**src/rtl/warp_scheduler_pkg.sv**
```systemverilog
// Shared types for the warp scheduler: warp FSM states, fetcher status and
// instruction address type, plus a helper that tells whether a state owns the slot.
package warp_scheduler_pkg;

  localparam int ADDR_W = 8;

  typedef logic [ADDR_W-1:0] instruction_memory_address_t;

  typedef enum logic [2:0] {
    IDLE     = 3'd0,
    FETCH    = 3'd1,
    DECODE   = 3'd2,
    READY    = 3'd3,
    EXECUTE  = 3'd4,
    WAIT_MEM = 3'd5,
    UPDATE   = 3'd6,
    DONE     = 3'd7
  } warp_state_t;

  typedef enum logic [1:0] {
    FETCHER_IDLE     = 2'd0,
    FETCHER_FETCHING = 2'd1,
    FETCHER_FETCHED  = 2'd2
  } fetcher_state_t;

  function automatic logic holds_slot(input warp_state_t s);
    return (s == EXECUTE) || (s == WAIT_MEM) || (s == UPDATE);
  endfunction

endpackage

```
**src/rtl/warp_scheduler_rr_arbiter.sv**
```systemverilog
// Combinational round-robin arbiter: first requester at or after ptr wins, wrapping.
// N must be a power of two so that the index arithmetic wraps naturally.
module rr_arbiter
  import warp_scheduler_pkg::*;
#(
  parameter int N = 4,
  localparam int IW = $clog2(N)
) (
  input  logic [N-1:0]  req,
  input  logic [IW-1:0] ptr,
  output logic [N-1:0]  grant,
  output logic [IW-1:0] grant_idx,
  output logic          grant_valid
);

  logic [IW-1:0] idx_s;

  // Scan downward from the farthest offset so the nearest requester overwrites last.
  always_comb begin
    idx_s       = {IW{1'b0}};
    grant_idx   = {IW{1'b0}};
    grant_valid = 1'b0;
    for (int k = N - 1; k >= 0; k--) begin
      idx_s       = ptr + IW'(k);
      grant_idx   = req[idx_s] ? idx_s : grant_idx;
      grant_valid = grant_valid | req[idx_s];
    end
    grant = grant_valid ? (N'(1) << grant_idx) : {N{1'b0}};
  end

endmodule

```
**src/rtl/warp_scheduler.sv**
```systemverilog
// Per-core warp sequencer with round-robin ownership of the shared execution slot.
// Optional WARP_SCHED_PERF_EN adds saturating busy/stall cycle counters.
module warp_scheduler
  import warp_scheduler_pkg::*;
#(
  parameter int WARPS_PER_CORE   = 4,
  parameter int THREADS_PER_WARP = 32
) (
  input  logic                                    clk,
  input  logic                                    reset,
  input  logic                                    start,
  output logic                                    done,
  input  logic [$clog2(WARPS_PER_CORE+1)-1:0]     num_warps,
  input  instruction_memory_address_t             start_pc,
  input  fetcher_state_t                          fetcher_state [WARPS_PER_CORE],
  input  logic [WARPS_PER_CORE-1:0]               instr_is_ret,
  input  logic [WARPS_PER_CORE-1:0]               instr_is_mem,
  input  logic                                    lsu_done,
  input  logic                                    branch_taken,
  input  instruction_memory_address_t             branch_target,
  output warp_state_t                             warp_state [WARPS_PER_CORE],
  output instruction_memory_address_t             pc [WARPS_PER_CORE],
  output logic [$clog2(WARPS_PER_CORE)-1:0]       current_warp
`ifdef WARP_SCHED_PERF_EN
  ,
  output logic [31:0]                             busy_cycles,
  output logic [31:0]                             stall_cycles
`endif
);

  localparam int IDX_W = $clog2(WARPS_PER_CORE);
  localparam int CNT_W = $clog2(WARPS_PER_CORE + 1);

  // Thread count only sizes the datapath outside this block.
  if (THREADS_PER_WARP < 1) begin : g_no_threads
  end

  logic [WARPS_PER_CORE-1:0]   ready_s;
  logic [WARPS_PER_CORE-1:0]   req_s;
  logic [WARPS_PER_CORE-1:0]   grant_s;
  logic [IDX_W-1:0]            grant_idx_s;
  logic [IDX_W-1:0]            rr_ptr_r;
  logic                        grant_valid_s;
  logic                        busy_s;
  logic                        all_idle_s;
  logic                        all_done_s;
  logic                        start_ok_s;
  warp_state_t                 state_nxt_s [WARPS_PER_CORE];
  instruction_memory_address_t pc_nxt_s [WARPS_PER_CORE];

  // Slot occupancy, ready requests and block-level idle/done status.
  always_comb begin
    busy_s     = 1'b0;
    all_idle_s = 1'b1;
    all_done_s = 1'b1;
    ready_s    = {WARPS_PER_CORE{1'b0}};
    for (int i = 0; i < WARPS_PER_CORE; i++) begin
      busy_s     = busy_s | holds_slot(warp_state[i]);
      all_idle_s = all_idle_s & (warp_state[i] == IDLE);
      all_done_s = all_done_s & (warp_state[i] == DONE);
      ready_s[i] = (warp_state[i] == READY);
    end
  end

  assign start_ok_s = start & (all_idle_s | all_done_s);
  assign req_s      = busy_s ? {WARPS_PER_CORE{1'b0}} : ready_s;
  assign done       = all_done_s;

  rr_arbiter #(.N(WARPS_PER_CORE)) u_arb (
    .req         (req_s),
    .ptr         (rr_ptr_r),
    .grant       (grant_s),
    .grant_idx   (grant_idx_s),
    .grant_valid (grant_valid_s)
  );

  // Per-warp next state and PC; an accepted start overrides every warp.
  always_comb begin
    for (int i = 0; i < WARPS_PER_CORE; i++) begin
      state_nxt_s[i] = warp_state[i];
      pc_nxt_s[i]    = pc[i];
      if (start_ok_s) begin
        state_nxt_s[i] = (CNT_W'(i) < num_warps) ? FETCH : DONE;
        pc_nxt_s[i]    = (CNT_W'(i) < num_warps) ? start_pc : pc[i];
      end else begin
        case (warp_state[i])
          FETCH:    state_nxt_s[i] = (fetcher_state[i] == FETCHER_FETCHED) ? DECODE : FETCH;
          DECODE:   state_nxt_s[i] = instr_is_ret[i] ? DONE : READY;
          READY:    state_nxt_s[i] = grant_s[i] ? EXECUTE : READY;
          EXECUTE:  state_nxt_s[i] = instr_is_mem[i] ? WAIT_MEM : UPDATE;
          WAIT_MEM: state_nxt_s[i] = lsu_done ? UPDATE : WAIT_MEM;
          UPDATE: begin
            state_nxt_s[i] = FETCH;
            pc_nxt_s[i]    = branch_taken ? branch_target : pc[i] + ADDR_W'(1);
          end
          default:  state_nxt_s[i] = warp_state[i];
        endcase
      end
    end
  end

  // Warp state, PC, slot owner and round-robin pointer.
  always_ff @(posedge clk or negedge reset) begin
    if (!reset) begin
      for (int i = 0; i < WARPS_PER_CORE; i++) begin
        warp_state[i] <= IDLE;
        pc[i]         <= {ADDR_W{1'b0}};
      end
      current_warp <= {IDX_W{1'b0}};
      rr_ptr_r     <= {IDX_W{1'b0}};
    end else begin
      warp_state <= state_nxt_s;
      pc         <= pc_nxt_s;
      if (grant_valid_s) begin
        current_warp <= grant_idx_s;
        rr_ptr_r     <= grant_idx_s + IDX_W'(1);
      end
    end
  end

`ifdef WARP_SCHED_PERF_EN
  // Saturating slot-busy and ready-but-ungranted counters, cleared on launch.
  always_ff @(posedge clk or negedge reset) begin
    if (!reset) begin
      busy_cycles  <= 32'd0;
      stall_cycles <= 32'd0;
    end else if (start_ok_s) begin
      busy_cycles  <= 32'd0;
      stall_cycles <= 32'd0;
    end else begin
      if (busy_s && (busy_cycles != 32'hFFFF_FFFF)) begin
        busy_cycles <= busy_cycles + 32'd1;
      end
      if ((|ready_s) && !grant_valid_s && (stall_cycles != 32'hFFFF_FFFF)) begin
        stall_cycles <= stall_cycles + 32'd1;
      end
    end
  end
`endif

endmodule

```
**config.mk**
```make
export PLATFORM = sky130hd
export DESIGN_NAME = warp_scheduler
export DESIGN_NICKNAME = d
export VERILOG_FILES = /design/src/rtl/warp_scheduler_pkg.sv /design/src/rtl/warp_scheduler_rr_arbiter.sv /design/src/rtl/warp_scheduler.sv
export SDC_FILE = /design/constraint.sdc
export NUM_CORES = 1
export LEC_CHECK = 0
export BUFFER_PORTS_ARGS = -buffer_cell sky130_fd_sc_hd__buf_2
export CAP_MARGIN = 0
export CORE_MARGIN = 2
export CORE_UTILIZATION = 50
export DETAILED_ROUTE_END_ITERATION = 16
export GPL_TIMING_DRIVEN = 1
export PLACE_DENSITY_LB_ADDON = 0.08
export REMOVE_ABC_BUFFERS = 1
export SLEW_MARGIN = 20
export SYNTH_ARGS = -nofsm -noshare
export SYNTH_HDL_FRONTEND = slang
export SYNTH_SLANG_ARGS = --single-unit
```
**constraint.sdc**
```tcl
create_clock -name clk -period 5.75 [get_ports clk]
set_input_delay 0.2875 -clock clk [delete_from_list [all_inputs] [get_ports clk]]
set_output_delay 0.2875 -clock clk [all_outputs]
set_load 0.05 [all_outputs]
```
==> results.cfg <==
[run_status]
outcome = completed

[worst_setup_path]
cp.arrival_ps = 3040
crit_top_cell = mux2_2
rrSetupSlack_ps = 2910
path_buf_inv = 0
crit_path_end_kind = flip-flop
crit_chain = nor2_1, and4_1, o21ai_2, mux2_2, mux2_2
path_max_fanout = 22
cp.required_ps = 5940
critPathTopFamily = compound AO/OA/AOI/OAI gates
startpoint_type = flip-flop
path_class = flip-flop to flip-flop
crit_slowest_cell = o21ai_2
cpPeakStageDelay_ps = 840

[finish]
final_cell_count_no_fill = 608
syn_to_final_growth_pct = 14.21
layout-drive-gt1-share_pct = 22.99
register_area_sq_mm = 0.001201
fillers = 686
num_antenna_cells = 0
multi_input_comb_area_sq_mm = 0.002256
final_nets = 553

[drt]
wire_per_inst_microns = 19.88
viasPerCell = 6.676
firstDrtPassIters = 5
vias = 4059
wl_microns = 12080
drt-initial-drc-count = 359
route.detailed.drc = 0
ant_nets = 0

[synth]
synth-compound-area-share_pct = 35.16
yosys.area.top_type = dfrtp_1
synth_commonest_cells = 48 x dfrtp_1, 36 x nor3_1, 32 x nor2_1, 31 x nand2_1, 25 x inv_1
yosys.area_share.simple_pct = 21.66
synth_edf_count = 0
yosysTopAreaCellShare_pct = 32.64
ys.flop_type = dfrtp_1
synth-xor-area-share_pct = 0.4760
syn_inst = 441
ys.warnings.count = 0
synthesis.area_sq_mm = 0.003680
ys_seq_area_share_pct = 32.64
synth_most_common_cell = dfrtp_1
avgSynthCellArea_sq_um = 8.344
synthAdderAreaFrac_pct = 1.360
ys_types = 68
synth_seq_cells = 48
synth_top_cells_by_area = dfrtp_1 33%, nor3_1 4.9%, a211oi_1 3.3%
muxShareOfSynthArea_pct = 2.652
synth_top_family_by_area = compound AO/OA/AOI/OAI gates
synthArstFlopShare_pct = 100.0

[clock_network]
hold_buffers = 0
cts_max_level = 2
cts_resized = 0
clkSlewWorstSetupHoldPaths_ps = 100
postCtsSetupBuffers = 0
clk_latency_ps = 310
numCtsBuffers = 5
cts.sinks = 48
cts-root-buf = clkbuf_8
cts_tree = built
clock_path_buffers = 2

[timing]
hold_viol_final = 0
grt_setup_unrepaired = false
tns_ps = 0
slew_violations = 0
fin_crit_sh_pct = 49.41
min_period_ps = 2841
clock.fmax_ghz = 0.3520
worst_pin_slew_ps = 1008
fin_skew_ps = 12.88
setup_viol = 0
slew_headroom_pct = 32.80

[die]
fp.dieH_microns = 89.79
core_sq_mm = 0.007176
initial_core_util_pct = 51.28
ios = 87
fp.dieW_microns = 89.79
rows = 31
die_area_sq_mm = 0.008061

[flow_run]
max_cap_violations = 0

[placement]
hpwl_microns = 8604
dp_cells = 601
routabilityCongestion = 0.8916
port_buffers = 86

[hold_path]
hp-class = input port to async pin

[grt]
overflow = 0
track_usage_pct = 29.68
grt_pass1_wl_microns = 19700
grt_pass1_vias = 3887
antenna_found_initial = 0
grt_max_degree = 49

[pwr]
power_density_mw_per_mm2 = 591.8
p_leak_nw = 1.801
ir_worst_vdd_uv = 349.0
-- sequential cells by signal (all words and copies together) (netlist names) --
name          flops
rr_ptr_r          2
current_warp      2
warp_state       12
pc               32
-- report_power, final --
part | switching [W] | internal (W)
clock network | 0.000118 | 0.0000831
logic | 0.00102 | 0.000483
registers | 0.000284 | 0.000494
-- through the flow --
stage	hold slack, ps	total power, W	setup WS, ps	util, %	cell area, sq um
2_1_floorplan	-8.091	0.001879	2886	-	3556
3_3_place_gp	440.6	0.002249	3050	57.49	4125
3_5_place_dp	448.8	0.002270	2980	57.49	4125
4_1_cts	110.1	0.002476	2959	58.57	4203
5_1_grt	134.8	0.002638	2718	58.57	4203
6_report	68.64	0.002487	2909	58.57	4203
-- cells in the final DEF, fill, tap and decap left out, drive strengths merged, types with 4 or more instances in the layout --
cell / Yosys / layout
buf: 14 / 88
dfrtp: 48 / 48
nor3: 36 / 36
nor2: 32 / 32
nand2: 31 / 31
inv: 25 / 25
o21ai: 20 / 20
a21oi: 18 / 18
nand3: 17 / 17
a211oi: 16 / 16
a31oi: 14 / 14
o211ai: 12 / 12
nand3b: 8 / 8
o22ai: 8 / 8
a221oi: 8 / 8
o32ai: 7 / 7
a22oi: 7 / 7
and3: 6 / 6
mux2: 6 / 6
o32a: 6 / 6
and2: 6 / 6
clkbuf: 13 / 6
nand4: 5 / 5
a211o: 5 / 5
a21boi: 5 / 5
nand2b: 4 / 4
o2111ai: 4 / 4
o31ai: 4 / 4
a21o: 4 / 4
a311oi: 4 / 4
ha: 4 / 4
-- kinds of logic (layout without fill, tap and decap cells) --
logic type,count (synthesis),count (layout)
AOI/OAI and AO/OA,167,167
xor gates and xnor gates,2,2
adders and majority gates,4,4
buffers and inverters,53,121
DFF,48,48
muxes,9,9
and+or+nand+nor,158,158
-- per-layer routing --
layer  share of wire, %  GRT usage [%]  vias up
met3                7.8          5.868       37
met1                 43          39.03     1948
met2                 46          47.60      221
met4                3.3          13.21        0
met5                  0              0        -
li1                   -              -     1853
-- final timing paths --
kind | start | endpoint | cells past startpoint
worst max-delay path | warp_state[8] | pc[16] | 5
worst min-delay path | reset | pc[13] | 2
worst max register to register | warp_state[8] | pc[16] | 5
worst min register to register | current_warp[1] | current_warp[1] | 1
max in group asynchronous | reset | current_warp[0] | 2
min in group clk | instr_is_ret[1] | warp_state[8] | 3
-- area by class of cell --
class / instances / area share [%]
clock buffer: 6 / 1.727
clock inverter: 1 / 0.1191
inverter: 26 / 2.352
multi-input combinational: 340 / 53.68
sequential: 48 / 28.58
tap: 99 / 2.947
timing repair buffer: 88 / 10.60
(Power assumes the default switching activity.)
